`src/rtl/query_link_pkg.sv`:
```
// Shared state encoding and default framing words for the host<->accelerator query link.
package query_link_pkg;

   typedef logic [1:0] state_t;

   localparam state_t StIdle    = 2'd0;
   localparam state_t StCollect = 2'd1;
   localparam state_t StHold    = 2'd2;

   localparam logic [31:0] DEF_SYNC_WORD  = 32'hFFFF_FFFF;
   localparam logic [31:0] DEF_ABORT_WORD = 32'hFFFF_FFFE;

endpackage

```
`src/rtl/link_fifo.sv`:
```
// Synchronous result FIFO with first-word-fall-through head and registered occupancy.
module link_fifo #(
   parameter int unsigned WORD_W = 32,
   parameter int unsigned DEPTH  = 8
) (
   input  logic                         clk_in,
   input  logic                         rst_in,
   input  logic                         push_in,
   input  logic [WORD_W-1:0]            data_in,
   input  logic                         pop_in,
   output logic [WORD_W-1:0]            head_out,
   output logic                         full_out,
   output logic                         empty_out,
   output logic [$clog2(DEPTH+1)-1:0]   count_out
);

   localparam int unsigned PTR_W = $clog2(DEPTH);
   localparam int unsigned CNT_W = $clog2(DEPTH+1);

   logic [WORD_W-1:0] mem_q [DEPTH];
   logic [WORD_W-1:0] mem_d [DEPTH];
   logic [PTR_W-1:0]  wr_ptr_q, wr_ptr_d;
   logic [PTR_W-1:0]  rd_ptr_q, rd_ptr_d;
   logic [CNT_W-1:0]  count_q, count_d;
   logic              do_push, do_pop;

   assign full_out  = (count_q == CNT_W'(DEPTH));
   assign empty_out = (count_q == '0);
   assign count_out = count_q;
   assign head_out  = mem_q[rd_ptr_q];

   // A pop frees a slot in the same cycle, so a push on full is accepted alongside it.
   assign do_pop  = pop_in && !empty_out;
   assign do_push = push_in && (!full_out || do_pop);

   always_comb begin
      mem_d    = mem_q;
      wr_ptr_d = wr_ptr_q;
      rd_ptr_d = rd_ptr_q;
      count_d  = count_q;
      if (do_push) begin
         mem_d[wr_ptr_q] = data_in;
         wr_ptr_d        = wr_ptr_q + 1'b1;
      end
      if (do_pop) begin
         rd_ptr_d = rd_ptr_q + 1'b1;
      end
      if (do_push && !do_pop) begin
         count_d = count_q + 1'b1;
      end else if (do_pop && !do_push) begin
         count_d = count_q - 1'b1;
      end
   end

   always_ff @(posedge clk_in or posedge rst_in) begin
      if (rst_in) begin
         for (int i = 0; i < int'(DEPTH); i++) begin
            mem_q[i] <= '0;
         end
         wr_ptr_q <= '0;
         rd_ptr_q <= '0;
         count_q  <= '0;
      end else begin
         mem_q    <= mem_d;
         wr_ptr_q <= wr_ptr_d;
         rd_ptr_q <= rd_ptr_d;
         count_q  <= count_d;
      end
   end

endmodule

```
`src/rtl/query_frame_link.sv`:
```
// Reassembles query frames from a change-signalled host register and paces result readback.
module query_frame_link
   import query_link_pkg::*;
#(
   parameter int unsigned        DIM         = 8,
   parameter int unsigned        WORD_W      = 32,
   parameter int unsigned        K_W         = 16,
   parameter logic [WORD_W-1:0]  SYNC_WORD   = DEF_SYNC_WORD,
   parameter logic [WORD_W-1:0]  ABORT_WORD  = DEF_ABORT_WORD,
   parameter int unsigned        RES_DEPTH   = 8,
   parameter int unsigned        PACE_CYCLES = 10_000_000
) (
   input  logic                             clk_in,
   input  logic                             rst_in,
   input  logic [WORD_W-1:0]                host_word_in,
   output logic [WORD_W-1:0]                query_out [DIM],
   output logic [K_W-1:0]                   k_out,
   output logic                             query_valid_out,
   input  logic                             query_ready_in,
   input  logic [WORD_W-1:0]                result_in,
   input  logic                             result_valid_in,
   output logic [WORD_W-1:0]                result_out,
   output logic [WORD_W-1:0]                result_seq_out,
   output logic [$clog2(RES_DEPTH+1)-1:0]   fill_out,
   output logic                             frame_err_out,
   output logic                             ovf_out
);

   localparam int unsigned IDX_W  = $clog2(DIM+1);
   localparam int unsigned PACE_W = $clog2(PACE_CYCLES);
   localparam int unsigned FILL_W = $clog2(RES_DEPTH+1);

   logic [WORD_W-1:0] last_word_q;
   state_t            state_q, state_d;
   logic [IDX_W-1:0]  idx_q, idx_d;
   logic [WORD_W-1:0] query_q [DIM];
   logic [WORD_W-1:0] query_d [DIM];
   logic [K_W-1:0]    k_q, k_d;
   logic              frame_err_q, frame_err_d;
   logic              ovf_q, ovf_d;
   logic [PACE_W-1:0] pace_q, pace_d;
   logic [WORD_W-1:0] result_q, result_d;
   logic [WORD_W-1:0] seq_q, seq_d;

   logic              host_evt, is_sync, is_abort;
   logic              pace_wrap, pop;
   logic              fifo_full, fifo_empty;
   logic [WORD_W-1:0] fifo_head;
   logic [FILL_W-1:0] fifo_count;

   assign host_evt = (host_word_in != last_word_q);
   assign is_sync  = (host_word_in == SYNC_WORD);
   assign is_abort = (host_word_in == ABORT_WORD);

   always_comb begin
      state_d     = state_q;
      idx_d       = idx_q;
      query_d     = query_q;
      k_d         = k_q;
      frame_err_d = frame_err_q;
      if (host_evt && is_abort) begin
         state_d = StIdle;
         idx_d   = '0;
      end else begin
         case (state_q)
            StIdle: begin
               if (host_evt && is_sync) begin
                  state_d = StCollect;
                  idx_d   = '0;
               end
            end
            StCollect: begin
               // Sync events are separators only; they let identical consecutive words register.
               if (host_evt && !is_sync) begin
                  if (idx_q < IDX_W'(DIM)) begin
                     for (int unsigned i = 0; i < DIM; i++) begin
                        if (idx_q == IDX_W'(i)) begin
                           query_d[i] = host_word_in;
                        end
                     end
                  end else begin
                     k_d     = host_word_in[K_W-1:0];
                     state_d = StHold;
                  end
                  idx_d = idx_q + 1'b1;
               end
            end
            StHold: begin
               if (host_evt) begin
                  frame_err_d = 1'b1;
               end
               if (query_ready_in) begin
                  state_d = StIdle;
               end
            end
            default: state_d = StIdle;
         endcase
      end
   end

   assign pace_wrap = (pace_q == PACE_W'(PACE_CYCLES - 1));
   assign pop       = pace_wrap && !fifo_empty;

   always_comb begin
      pace_d   = pace_wrap ? '0 : pace_q + 1'b1;
      result_d = result_q;
      seq_d    = seq_q;
      ovf_d    = ovf_q;
      if (pop) begin
         result_d = fifo_head;
         seq_d    = seq_q + 1'b1;
      end
      if (result_valid_in && fifo_full && !pop) begin
         ovf_d = 1'b1;
      end
   end

   link_fifo #(
      .WORD_W (WORD_W),
      .DEPTH  (RES_DEPTH)
   ) u_fifo (
      .clk_in    (clk_in),
      .rst_in    (rst_in),
      .push_in   (result_valid_in),
      .data_in   (result_in),
      .pop_in    (pop),
      .head_out  (fifo_head),
      .full_out  (fifo_full),
      .empty_out (fifo_empty),
      .count_out (fifo_count)
   );

   always_ff @(posedge clk_in or posedge rst_in) begin
      if (rst_in) begin
         last_word_q <= '0;
         state_q     <= StIdle;
         idx_q       <= '0;
         for (int i = 0; i < int'(DIM); i++) begin
            query_q[i] <= '0;
         end
         k_q         <= '0;
         frame_err_q <= 1'b0;
         ovf_q       <= 1'b0;
         pace_q      <= '0;
         result_q    <= '0;
         seq_q       <= '0;
      end else begin
         last_word_q <= host_word_in;
         state_q     <= state_d;
         idx_q       <= idx_d;
         query_q     <= query_d;
         k_q         <= k_d;
         frame_err_q <= frame_err_d;
         ovf_q       <= ovf_d;
         pace_q      <= pace_d;
         result_q    <= result_d;
         seq_q       <= seq_d;
      end
   end

   assign query_out       = query_q;
   assign k_out           = k_q;
   assign query_valid_out = (state_q == StHold);
   assign result_out      = result_q;
   assign result_seq_out  = seq_q;
   assign fill_out        = fifo_count;
   assign frame_err_out   = frame_err_q;
   assign ovf_out         = ovf_q;

endmodule

```
`config.mk`:
```
export PLATFORM = sky130hd
export DESIGN_NAME = query_frame_link
export DESIGN_NICKNAME = d
export VERILOG_FILES = /design/src/rtl/query_link_pkg.sv /design/src/rtl/link_fifo.sv /design/src/rtl/query_frame_link.sv
export SDC_FILE = /design/constraint.sdc
export NUM_CORES = 1
export LEC_CHECK = 0
export CAP_MARGIN = 20
export CORE_MARGIN = 2
export CORE_UTILIZATION = 63
export CTS_BUF_LIST = sky130_fd_sc_hd__clkbuf_16
export CTS_CLUSTER_DIAMETER = 150
export DETAILED_ROUTE_END_ITERATION = 6
export DONT_BUFFER_PORTS = 1
export PLACE_DENSITY_LB_ADDON = 0.05
export SLEW_MARGIN = 40
export SYNTH_ARGS = -nofsm -noshare
export SYNTH_HDL_FRONTEND = slang
export SYNTH_SLANG_ARGS = --single-unit
export TNS_END_PERCENT = 1
```
`constraint.sdc`:
```
create_clock -name clk_in -period 29.2 [get_ports clk_in]
set_clock_uncertainty 0.1 [all_clocks]
set_input_delay 5.84 -clock clk_in [delete_from_list [all_inputs] [get_ports clk_in]]
set_output_delay 5.84 -clock clk_in [all_outputs]
set_load 0.05 [all_outputs]
```
==> flow_results.org, run 1 <==
** Synth
- The synthesized design contains 666 register bits.
- Syn nets :: 1873
- Yosys mapped a number of flops with a built-in enable equal to 0.
- After synthesis, the share of flip-flops with an asynchronous set or reset is 1.00.
- By area the synthesized netlist is led by dfrtp_1 60%, mux2_2 20%, mux4_2 5.2%.
- Sequential area share after synthesis :: 0.604
- Library cell with the largest summed area after synthesis :: dfrtp_1
- Synthesized area per cell :: 15.4 µm²
- Synth cell count leaders :: 666 x dfrtp_1, 481 x mux2_2, 71 x xnor2_1
- Of the post-synthesis cell area, the dominant cell type holds 0.604.
- Count of unique library cells instantiated by Yosys :: 49
- The most common cell in the synthesized netlist is dfrtp_1.
- Most used flip-flop cell after synthesis :: dfrtp_1
- The mapped netlist covers 27600 µm².
- The cell count after synthesis came out at 1793.
- During synthesis, Yosys emitted a total of 0 warnings.

** Drt
- Summed over all layers, the routed wires come to 64.1 mm.
- The count of nets left with antenna violations once routing finished came out at 0.
- DRC violation count after routing :: 0
- Wire length per cell :: 26.7 µm
- After detailed routing, the number of vias per cell comes to 6.21.
- Via count :: 14908
- After the first detailed-routing iteration, the DRC count stood at 858.
- Drt first pass iters :: 5

** STA
- Tightest hold margin :: 0.391 ns
- In the post-route analysis, the smallest setup slack over all paths is 20.79 ns.
- Unrepaired setup endpoints after global routing :: no
- Top achievable clock speed :: 119 MHz
- Post-route fraction of the period consumed by the critical path :: 0.288
- Final total negative setup slack :: 0 ns
- Min cycle time layout :: 8.41 ns
- Final number of hold-violating endpoints :: 0
- Setup violations remaining at the end of the flow were counted as 0.
- The number of pins with negative max-slew slack in the final report came to 0.
- For the pin with the worst max-slew slack, the measured transition is 0.814 ns.
- Relative max-transition margin :: 0.457

** Clock tree
- CTS Buf Count :: 69
- The tree is rooted in a clkbuf_16.
- Number of gates resized after CTS :: 0
- No sink is reached through more buffers than the 3 on the longest clock path.
- Clk sinks :: 666
- Clock tree from TritonCTS :: done
- Clock latency of the later-clocked register in the worst-skew pair :: 0.58 ns
- Post-CTS clock slew at the launch and capture registers of the worst setup and hold paths :: 0.06 ns
- Hold repair after CTS inserted 0 buffers.
- Post-CTS setup-driven buffer insertion count :: 0
- The H-tree was split into 3 levels.

** Setup path
- In this design, the largest share of critical-path delay is due to buffers and inverters.
- At the worst endpoint, the required time is 29.74 ns.
- In this run the worst path has a maximum fanout of 138.
- Data arrival time at the worst-slack endpoint :: 8.94 ns
- Crit. End Element :: async pin
- The critical path is of the in2async type.
- Worst path bufs/invs :: 6
- Slack of the worst reg-to-reg path :: 25.16 ns
- Slowest stage cell, crit path :: buf_6
- In this design, the critical path's most frequently occurring cell is buf_6.
- The largest single stage delay on the critical path is 0.64 ns.
- STA classifies the critical path startpoint as an input pin.
- Critical path cell sequence :: inv_12 -> buf_6 -> buf_16 -> buf_6 -> buf_6 -> buf_6

** Global route
- Overall global routing resource usage :: 0.286
- The first global-routing pass estimated 97.2 mm of wire.
- Pin count of the biggest net entering global routing :: 139
- GRT Residual Overflow :: 0
- The initial antenna violation count came to 0.
- The via count of the first global-routing pass came to 15622.

** Floorplanning
- During I/O placement, the number of pins put on the boundary was 411.
- Placeable core region :: 43200 µm²
- The initial utilization of the core area, before any placement, comes to 0.639.
- Die Footprint :: 45500 µm²
- Measured along the x axis, the die boundary spans 213 µm.
- The floorplan step set the die height to 213 µm.
- FP Rows :: 76

** Pwr
- For this design the static power due to leakage is 0.0141 µW.
- Across the VDD grid, the largest voltage drop is 0.0566 mV.
- For this design the ratio of total power to cell area is 81.3 nW/µm².
- Power comes to 2450 µW.

** Place
- Once detailed placement completed, the half-perimeter wirelength came to 39.9 mm.
- DP Worst Slack :: 19.75 ns
- Buffers on Ports :: 0
- Placed Instances :: 2280
- At the end of routability-driven placement, the weighted congestion stood at 0.813.

** Status
- Run status :: completed

** Cells and area
- Sequential cell area :: 16700 µm²
- For this run, the number of standard cells in the final layout without fillers is 2400.
- Summing all multi-input logic gate instances after layout gives 10400 µm².
- The layout has 2939 filler cells.
- Net count of the finished layout :: 1847
- In the final layout, the share of cells above drive strength 1 is 0.389.
- Antenna Diode Count :: 0
- Compared with the post-synthesis result, the final layout area differs by 9.36%.

** Flow run
- Max Cap Viol :: 0

** Hold path
- Worst min path class :: reg2reg
[registers in the layout (all words and copies together) (netlist names)]
register          count
frame_err_out         1
u_fifo.count_out      4
ovf_out               1
state_q               2
u_fifo.wr_ptr_q       3
u_fifo.rd_ptr_q       3
query_out           256
k_out                16
u_fifo.mem_q        256
result_out           32
idx_q                 4
pace_q               24
last_word_q          32
result_seq_out       32
[power by group]
part	total (µW)	switching, µW	internal, µW	leakage, µW
logic	410	147	262	0.00436
registers	1220	112	1110	0.00868
clock network	820	346	474	0.00109
total	2450	606	1850	0.0141
[kinds of logic (layout without fill, tap and decap cells)]
kind of cell             after synthesis  count (layout)  share of synthesized area
adder cells (fa/ha/maj)               12              12                    0.00571
flip-flops                           666             666                      0.604
AND/OR/NAND/NOR                      213             213                     0.0413
AO/OA/AOI/OAI                         51              51                     0.0107
XOR/XNOR                              93              93                     0.0295
multiplexers                         631             631                      0.286
buffers and inverters                127             149                     0.0229
[layer usage]
layer / global-route usage / share of wire / vias to the layer above / wire length, µm
li1: - / - / 6384 / -
met1: 0.366 / 0.40 / 8000 / 25800
met2: 0.480 / 0.50 / 428 / 32100
met3: 0.0766 / 0.073 / 96 / 4700
met4: 0.0900 / 0.024 / 0 / 1560
met5: 0 / 0 / - / 0
[worst paths after layout]
kind | from | end | depth (start not counted)
setup / recovery | rst_in | result_out[2] | 6
hold / removal | u_fifo.mem_q[79] | u_fifo.mem_q[79] | 1
setup reg to reg | pace_q[14] | u_fifo.count_out[3] | 12
hold reg to reg | u_fifo.mem_q[79] | u_fifo.mem_q[79] | 1
max in group clk_in | host_word_in[1] | query_out[85] | 7
min in group asynchronous | rst_in | result_out[28] | 1
[stage by stage]
| step | utilization | cell area [µm²] |
|---|---|---|
| after floorplan | - | 27600 |
| after global placement | 0.647 | 27900 |
| after detailed placement | 0.650 | 28100 |
| after CTS | 0.698 | 30100 |
| after global routing | 0.699 | 30200 |
| final | 0.699 | 30200 |
[layout make-up]
cell class                 count  area share
sequential                   666       0.552
multi-input combinational   1000       0.346
clock buffer                  73      0.0605
tap                          585      0.0242
clock inverter                46     0.00883
timing repair buffer          19     0.00659
inverter                      11     0.00178
[cells in the final DEF, fill, tap and decap left out, types with 28 or more instances in the layout]
| master | n |
|---|---|
| dfrtp_1 | 663 |
| mux2_2 | 481 |
| clkbuf_16 | 73 |
| xnor2_1 | 71 |
| mux4_2 | 64 |
| nor2_1 | 58 |
| a21oi_1 | 35 |
| nand2_1 | 34 |
| mux2i_1 | 34 |
| mux2_4 | 30 |
| inv_1 | 29 |
| nand4_1 | 28 |
Power figures use the tool's default switching activity.
==> run 2: changes to the inputs <==
CORE_UTILIZATION = 57   (was 63)
clock period = 7.5 ns   (was 29.2 ns; I/O delays follow)
==> run 2 against run 1 <==
Effect of this change:
- sequential power rose to 3.9 times the previous value
- critical path depth rose by 6
- first-iteration DRC count rose by 1.9%
- total power rose to 3.9 times the previous value
- critical endpoint is now u_fifo.count_out[3]
- largest cell class unchanged
- combinational power rose to 3.9 times the previous value
- largest power group unchanged
- cell count rose by 1.5%
- clock power rose to 3.8 times the previous value
==> flow_results.org, run 2 (synthesis gave the netlist of run 1 again) <==
** Status
- The run finished with clean final reports.

** Global route
- The initial antenna violation count was 1.
- The first global-routing pass estimated 99.6 mm of wire.
- Pin count of the biggest net entering global routing :: 157
- Summed over all layers, the global routing overflow is 0.
- Number of global-route vias before repair :: 15671
- Overall global routing resource usage :: 0.264

** Floorplanning
- The die covers 50200 µm².
- FP Rows :: 80
- In this run the vertical extent of the chip is 224 µm.
- Placeable core region :: 47700 µm²
- Top-Level Pins :: 411
- The initial utilization of the core area, before any placement, comes to 0.578.
- Chip width :: 224 µm

** STA
- Timing would allow up to 257 MHz.
- # setup viols final :: 0
- Tightest hold margin :: 0.393 ns
- The final-report hold violation count was 0.
- Setup repair after global routing left no endpoint under its margin.
- Of the available clock period, the critical path in the final layout requires 0.519.
- Adding up every negative setup slack in the final design gives 0 ns.
- Min cycle time layout :: 3.89 ns
- The number of pins with negative max-slew slack in the final report was 0.
- Relative max-transition margin :: 0.455
- For the pin with the worst max-slew slack, the measured transition is 0.817 ns.

** Drt
- Via count :: 14924
- The detail route stage leaves a number of antenna-violating nets equal to 0.
- Dividing the detail-routed wire length by the instance count gives 26.9 µm.
- In this run, the number of DRC markers left after iteration 0 of detailed routing was 874.
- DRC violation count after routing :: 0
- The pre-antenna-repair detailed-routing pass consisted of 4 iterations.
- Total routed wirelength :: 65.5 mm
- In the routed layout, each cell is associated on average with a via count of 6.12.

** Clock tree
- The cell sitting at the root of the clock tree is a clkbuf_16.
- Clock tree from TritonCTS :: done
- Number of gates resized after CTS :: 0
- CTS Hold Buffers Added :: 0
- Clock latency of the later-clocked register in the worst-skew pair :: 0.58 ns
- Clock tree synthesis found a total of 666 sinks.
- Post-CTS setup-driven buffer insertion count :: 0
- The clock passes through at most 3 buffers.
- Number of H-tree levels :: 3
- Clock-pin slew was measured on the worst setup and hold paths at 0.06 ns.
- CTS Buf Count :: 70

** Setup path
- Class of the most critical setup path :: reg2reg
- Startpoint of the worst register-to-register path :: pace_q[16]
- Of all nets on the critical path, the largest fanout is 15.
- For this run, the slowest stage of the critical path takes 0.59 ns.
- In this design, the critical path's most frequently occurring cell is ha_1.
- The worst setup path is launched from a register.
- Among all stages on the critical path, the largest delay is contributed by o21a_1.
- STA classifies the critical path endpoint as a register.
- Timing startpoint of the critical path :: pace_q[16]
- Data on the critical path arrives at its endpoint at 4.21 ns.
- Crit path required time :: 7.82 ns
- The number of buffers and inverters on the critical path is 1.
- Critical path cell sequence :: nor4bb_1 -> nand4_1 -> nor3_4 -> o21a_1 -> ha_1 -> inv_1 -> ha_1 -> a21o_1 -> a21oi_1 -> xnor2_1 -> nor2_1 -> xor2_1
- The kind of cell with the highest combined delay along the critical path is simple AND/OR/NAND/NOR gates.

** Flow run
- Max Cap Viol :: 0

** Cells and area
- P&R area growth vs syn :: 9.41%
- Net count of the finished layout :: 1855
- Most common library cell in the layout ignoring fill and taps :: dfrtp_1
- Commonest cells after routing, fill and taps aside :: 663 x dfrtp_1, 481 x mux2_2, 71 x xnor2_1, 71 x clkbuf_16, 64 x mux4_2
- At the end of the flow the core is filled with cells to 0.633.
- The number of antenna diodes in the final layout is 0.
- Of the cells placed in the final design, the portion with a size suffix greater than 1 is 0.392.
- With fillers left out, the area of the finished cells amounts to 30200 µm².

** Place
- Cell area reported after detailed placement :: 28100 µm²
- The congestion estimate from routability-driven global placement came to 0.791.
- HPWL after detailed placement :: 41.5 mm
- Port buffering added 0 buffers.

** Pwr
- Summed over all cells, the static leakage comes to 0.0142 µW.
- The worst-case IR drop observed on VDD is 0.192 mV.
- In this run the power density over the cells is 314 nW/µm².

** Hold path
- Start point of the worst min-delay path :: u_fifo.mem_q[77]
- Worst min path class :: reg2reg
## run 2: layer usage
layer  track usage  routed length, µm  part of all wire  up-vias
li1              -                  -                 -     6403
met2         0.451              32800              0.50      426
met4        0.0826               1550             0.024        2
met1         0.329              26300              0.40     8010
met3        0.0741               4840             0.074       83
met5             0                 13           0.00020        -
## run 2: cell type report
cell class                 count  area, µm²
clock inverter                48        256
inverter                      11       45.0
timing repair buffer          26        300
multi-input combinational   1000      10400
tap                          615        769
fill                        3553      17500
clock buffer                  71       1780
sequential                   666      16700
## run 2: worst paths after layout
| path | to | slack, ns | depth (start not counted) |
|---|---|---|---|
| max | u_fifo.count_out[3] | 3.61 | 12 |
| min | u_fifo.mem_q[77] | 0.39 | 1 |
| max reg2reg | u_fifo.count_out[3] | 3.61 | 12 |
| min reg2reg | u_fifo.mem_q[77] | 0.39 | 1 |
| max in group asynchronous | query_out[145] | 4.58 | 4 |
| min in group asynchronous | query_out[249] | 0.78 | 1 |
## run 2: where the power goes
| group | switching (µW) | internal, µW |
|---|---|---|
| sequential | 439 | 4330 |
| combinational | 569 | 1020 |
| clock | 1350 | 1770 |
## run 2: per-stage QoR
| stage | worst slack [ns] | power [µW] | instances |
|---|---|---|---|
| floorplan | -3.21 | 6090 | 1793 |
| global placement | 2.84 | 6310 | 2315 |
| detailed placement | 3.35 | 6440 | 2317 |
| CTS | 3.60 | 9570 | 2436 |
| global route | 3.35 | 9930 | 2437 |
| finish | 3.61 | 9480 | 2437 |
==> run 3: changes to the inputs <==
clock period = 3.5 ns   (was 7.5 ns; I/O delays follow)
==> run 3 against run 2 <==
Effect of this change:
- first-iteration DRC count shrank 4.3%
- total power grew 120%
- sequential share of layout area shrank 0.92 points
==> flow_results.org, run 3 (synthesis gave the netlist of run 1 again) <==
** Status
- Run status :: completed

** Drt
- Number of nets with antenna violations after detailed routing :: 0
- After detailed routing, the met3 layer carries 4.85 mm of wire.
- Routed via count divided by cell count :: 6.13
- For this run, design rule violations remaining after detail routing come to 0.
- The final route contains 15143 vias.
- Wire length per cell :: 27.1 µm
- Iter 0 DRT Violations :: 836
- Metal2 WL :: 33.3 mm
- Summed over all layers, the routed wires come to 66.9 mm.
- After detailed routing, no signal wire sits above met4.
- The detailed router put a total of 26.8 mm of wire on met1.
- Drt first pass iters :: 4

** STA
- Setup repair after global routing left no endpoint under its margin.
- The tightest hold path in the finished design has a slack of 0.0339 ns.
- # setup viols final :: 0
- Of the available clock period, the critical path in the final layout requires 0.930.
- Relative max-transition margin :: 0.513
- Final number of hold-violating endpoints :: 0
- Final total negative setup slack :: 0 ns
- The number of pins with negative max-slew slack in the final report was 0.
- Setup slack closes at 0.245 ns.
- At the pin with the least slew margin, the transition time is 0.730 ns.
- Min cycle time layout :: 3.26 ns
- Based on the critical path, the design can be clocked at up to 307 MHz.

** Global route
- Overall global routing resource usage :: 0.269
- Entering global routing, the biggest net connects 95 pins.
- Global-route wire length before repair :: 101 mm
- The initial antenna violation count was 0.
- GRT Residual Overflow :: 0
- Number of global-route vias before repair :: 15769

** Setup path
- The setup path with the least slack is of type reg2reg.
- Of all nets on the critical path, the largest fanout is 3.
- Timing startpoint of the critical path :: pace_q[18]
- Crit. End Element :: register
- For the worst setup path, the data arrival time is 3.61 ns.
- Startpoint of the worst register-to-register path :: pace_q[18]
- The worst register-to-register path has a depth of 12.
- Slack of the worst reg-to-reg path :: 0.24 ns
- Capturing point of the worst reg2reg path :: u_fifo.count_out[3]
- Timing endpoint of the critical path :: u_fifo.count_out[3]
- Startpoint class of the critical path :: register
- At the worst endpoint, the required time is 3.86 ns.

** Floorplanning
- The die is 224 µm tall.
- Top-Level Pins :: 411
- The floorplan has 80 rows.
- The initial utilization of the core area, before any placement, comes to 0.578.
- Die Footprint :: 50200 µm²
- Placeable core region :: 47700 µm²
- Chip width :: 224 µm

** Cells and area
- Total of fill cells in the finished design :: 3549
- In the final design database the tool counted 1889 nets.
- Utilization after layout :: 0.643
- Relative to the synthesized area, the layout overhead comes to 11.3%.
- In the final layout, the share of cells above drive strength 1 is 0.403.
- Most common library cell in the layout ignoring fill and taps :: dfrtp_1
- Commonest cells after routing, fill and taps aside :: 663 x dfrtp_1, 481 x mux2_2, 71 x xnor2_1, 71 x clkbuf_16, 64 x mux4_2
- 0 antenna diodes ended up in the layout.

** Flow run
- Max Cap Viol :: 0

** Clock tree
- Number of gates resized after CTS :: 0
- The H-tree was split into 3 levels.
- No sink is reached through more buffers than the 3 on the longest clock path.
- Post-CTS clock slew at the launch and capture registers of the worst setup and hold paths :: 0.06 ns
- The tree built by TritonCTS fans out to 666 sinks.
- Clock root buffer :: clkbuf_16
- For the worst-skew pair, the clock arrives at the later sink with an insertion delay of 0.60 ns.
- Clock tree from TritonCTS :: done
- The number of clock buffers added by TritonCTS is 69.
- Once the clock tree was built, the setup fixing pass inserted 0 buffers.

** Pwr
- In this run the power density over the cells is 677 nW/µm².
- In this run the static leakage power is 0.0144 µW.
- IR analysis of the VDD net gives a maximum drop of 0.433 mV.

** Place
- Routability-driven placement finished with a final weighted congestion of 0.794.
- Once detailed placement completed, the half-perimeter wirelength came to 42.7 mm.
- Buffers on Ports :: 0
- Timing analysis after detailed placement gives a worst setup slack of 0.300 ns.

** Hold path
- The worst hold path passes through 0 cells.
- The worst hold path belongs to the class in2reg.
==> run 3: cell types whose count changed in the layout (fill, tap and decap cells not counted), moves of 3 or more <==
cell,before,now
bufinv_16,2,6
clkinv_2,12,8
inv_6,1,5
buf_12,3,20
clkinv_1,15,8
buf_16,3,0
buf_4,18,34
dlygate4sd3_1,0,7
==> run 3: timing repair <==
action                     in CTS  in global routing
hold buffers                    7                  0
setup endpoints to repair       0                  0
hold endpoints to repair       20                  0
==> run 3: layer usage <==
metal  vias up  global-route usage
li1       6481                   -
met1      8106               0.338
met2       438               0.449
met3       118              0.0813
met4         0              0.0837
met5         -                   0
==> run 3: final cells by class <==
cell class	instances	area, µm²	area share
Tap cell	615	769	0.0250
Clock inverter	45	369	0.0120
Clock buffer	71	1780	0.0578
Inverter	11	45.0	0.00147
Sequential cell	666	16700	0.543
Multi-Input combinational cell	1000	10400	0.337
Timing Repair Buffer	61	726	0.0236
==> run 3: worst min-delay path by stage <==
stage	startpoint	end	slack (ns)
3_5_place_dp	u_fifo.mem_q[75]	u_fifo.mem_q[75]	0.38
3_3_place_gp	u_fifo.mem_q[77]	u_fifo.mem_q[77]	0.37
2_1_floorplan	state_q[1]	state_q[0]	0.35
5_1_grt	host_word_in[24]	last_word_q[24]	0.0006
4_1_cts	host_word_in[24]	last_word_q[24]	0.003
6_report	host_word_in[9]	last_word_q[9]	0.03
==> run 3: critical path, stage by stage, from the launching register on <==
cell	delay [ns]
dfrtp_1	0.41
nor4_1	0.38
nand4_1	0.28
nor4_1	0.53
inv_1	0.10
ha_1	0.26
inv_1	0.12
ha_1	0.24
a21o_1	0.18
a21oi_1	0.16
xnor2_1	0.15
nor2_1	0.07
xor2_1	0.14
==> run 3: power by group <==
part           leakage (µW)  internal [µW]  switching (µW)
logic               0.00462           2260            1310
registers           0.00868           9270             875
clock network       0.00111           4110            2970
total                0.0144          15600            5150
==> run 3: metrics by stage <==
stage	power, µW	cells	instance area, µm²
after floorplan	13000	1793	27600
after global placement	13600	2346	28500
after detailed placement	13900	2346	28500
after CTS	21000	2469	30700
after global routing	21700	2469	30700
final	20800	2469	30700
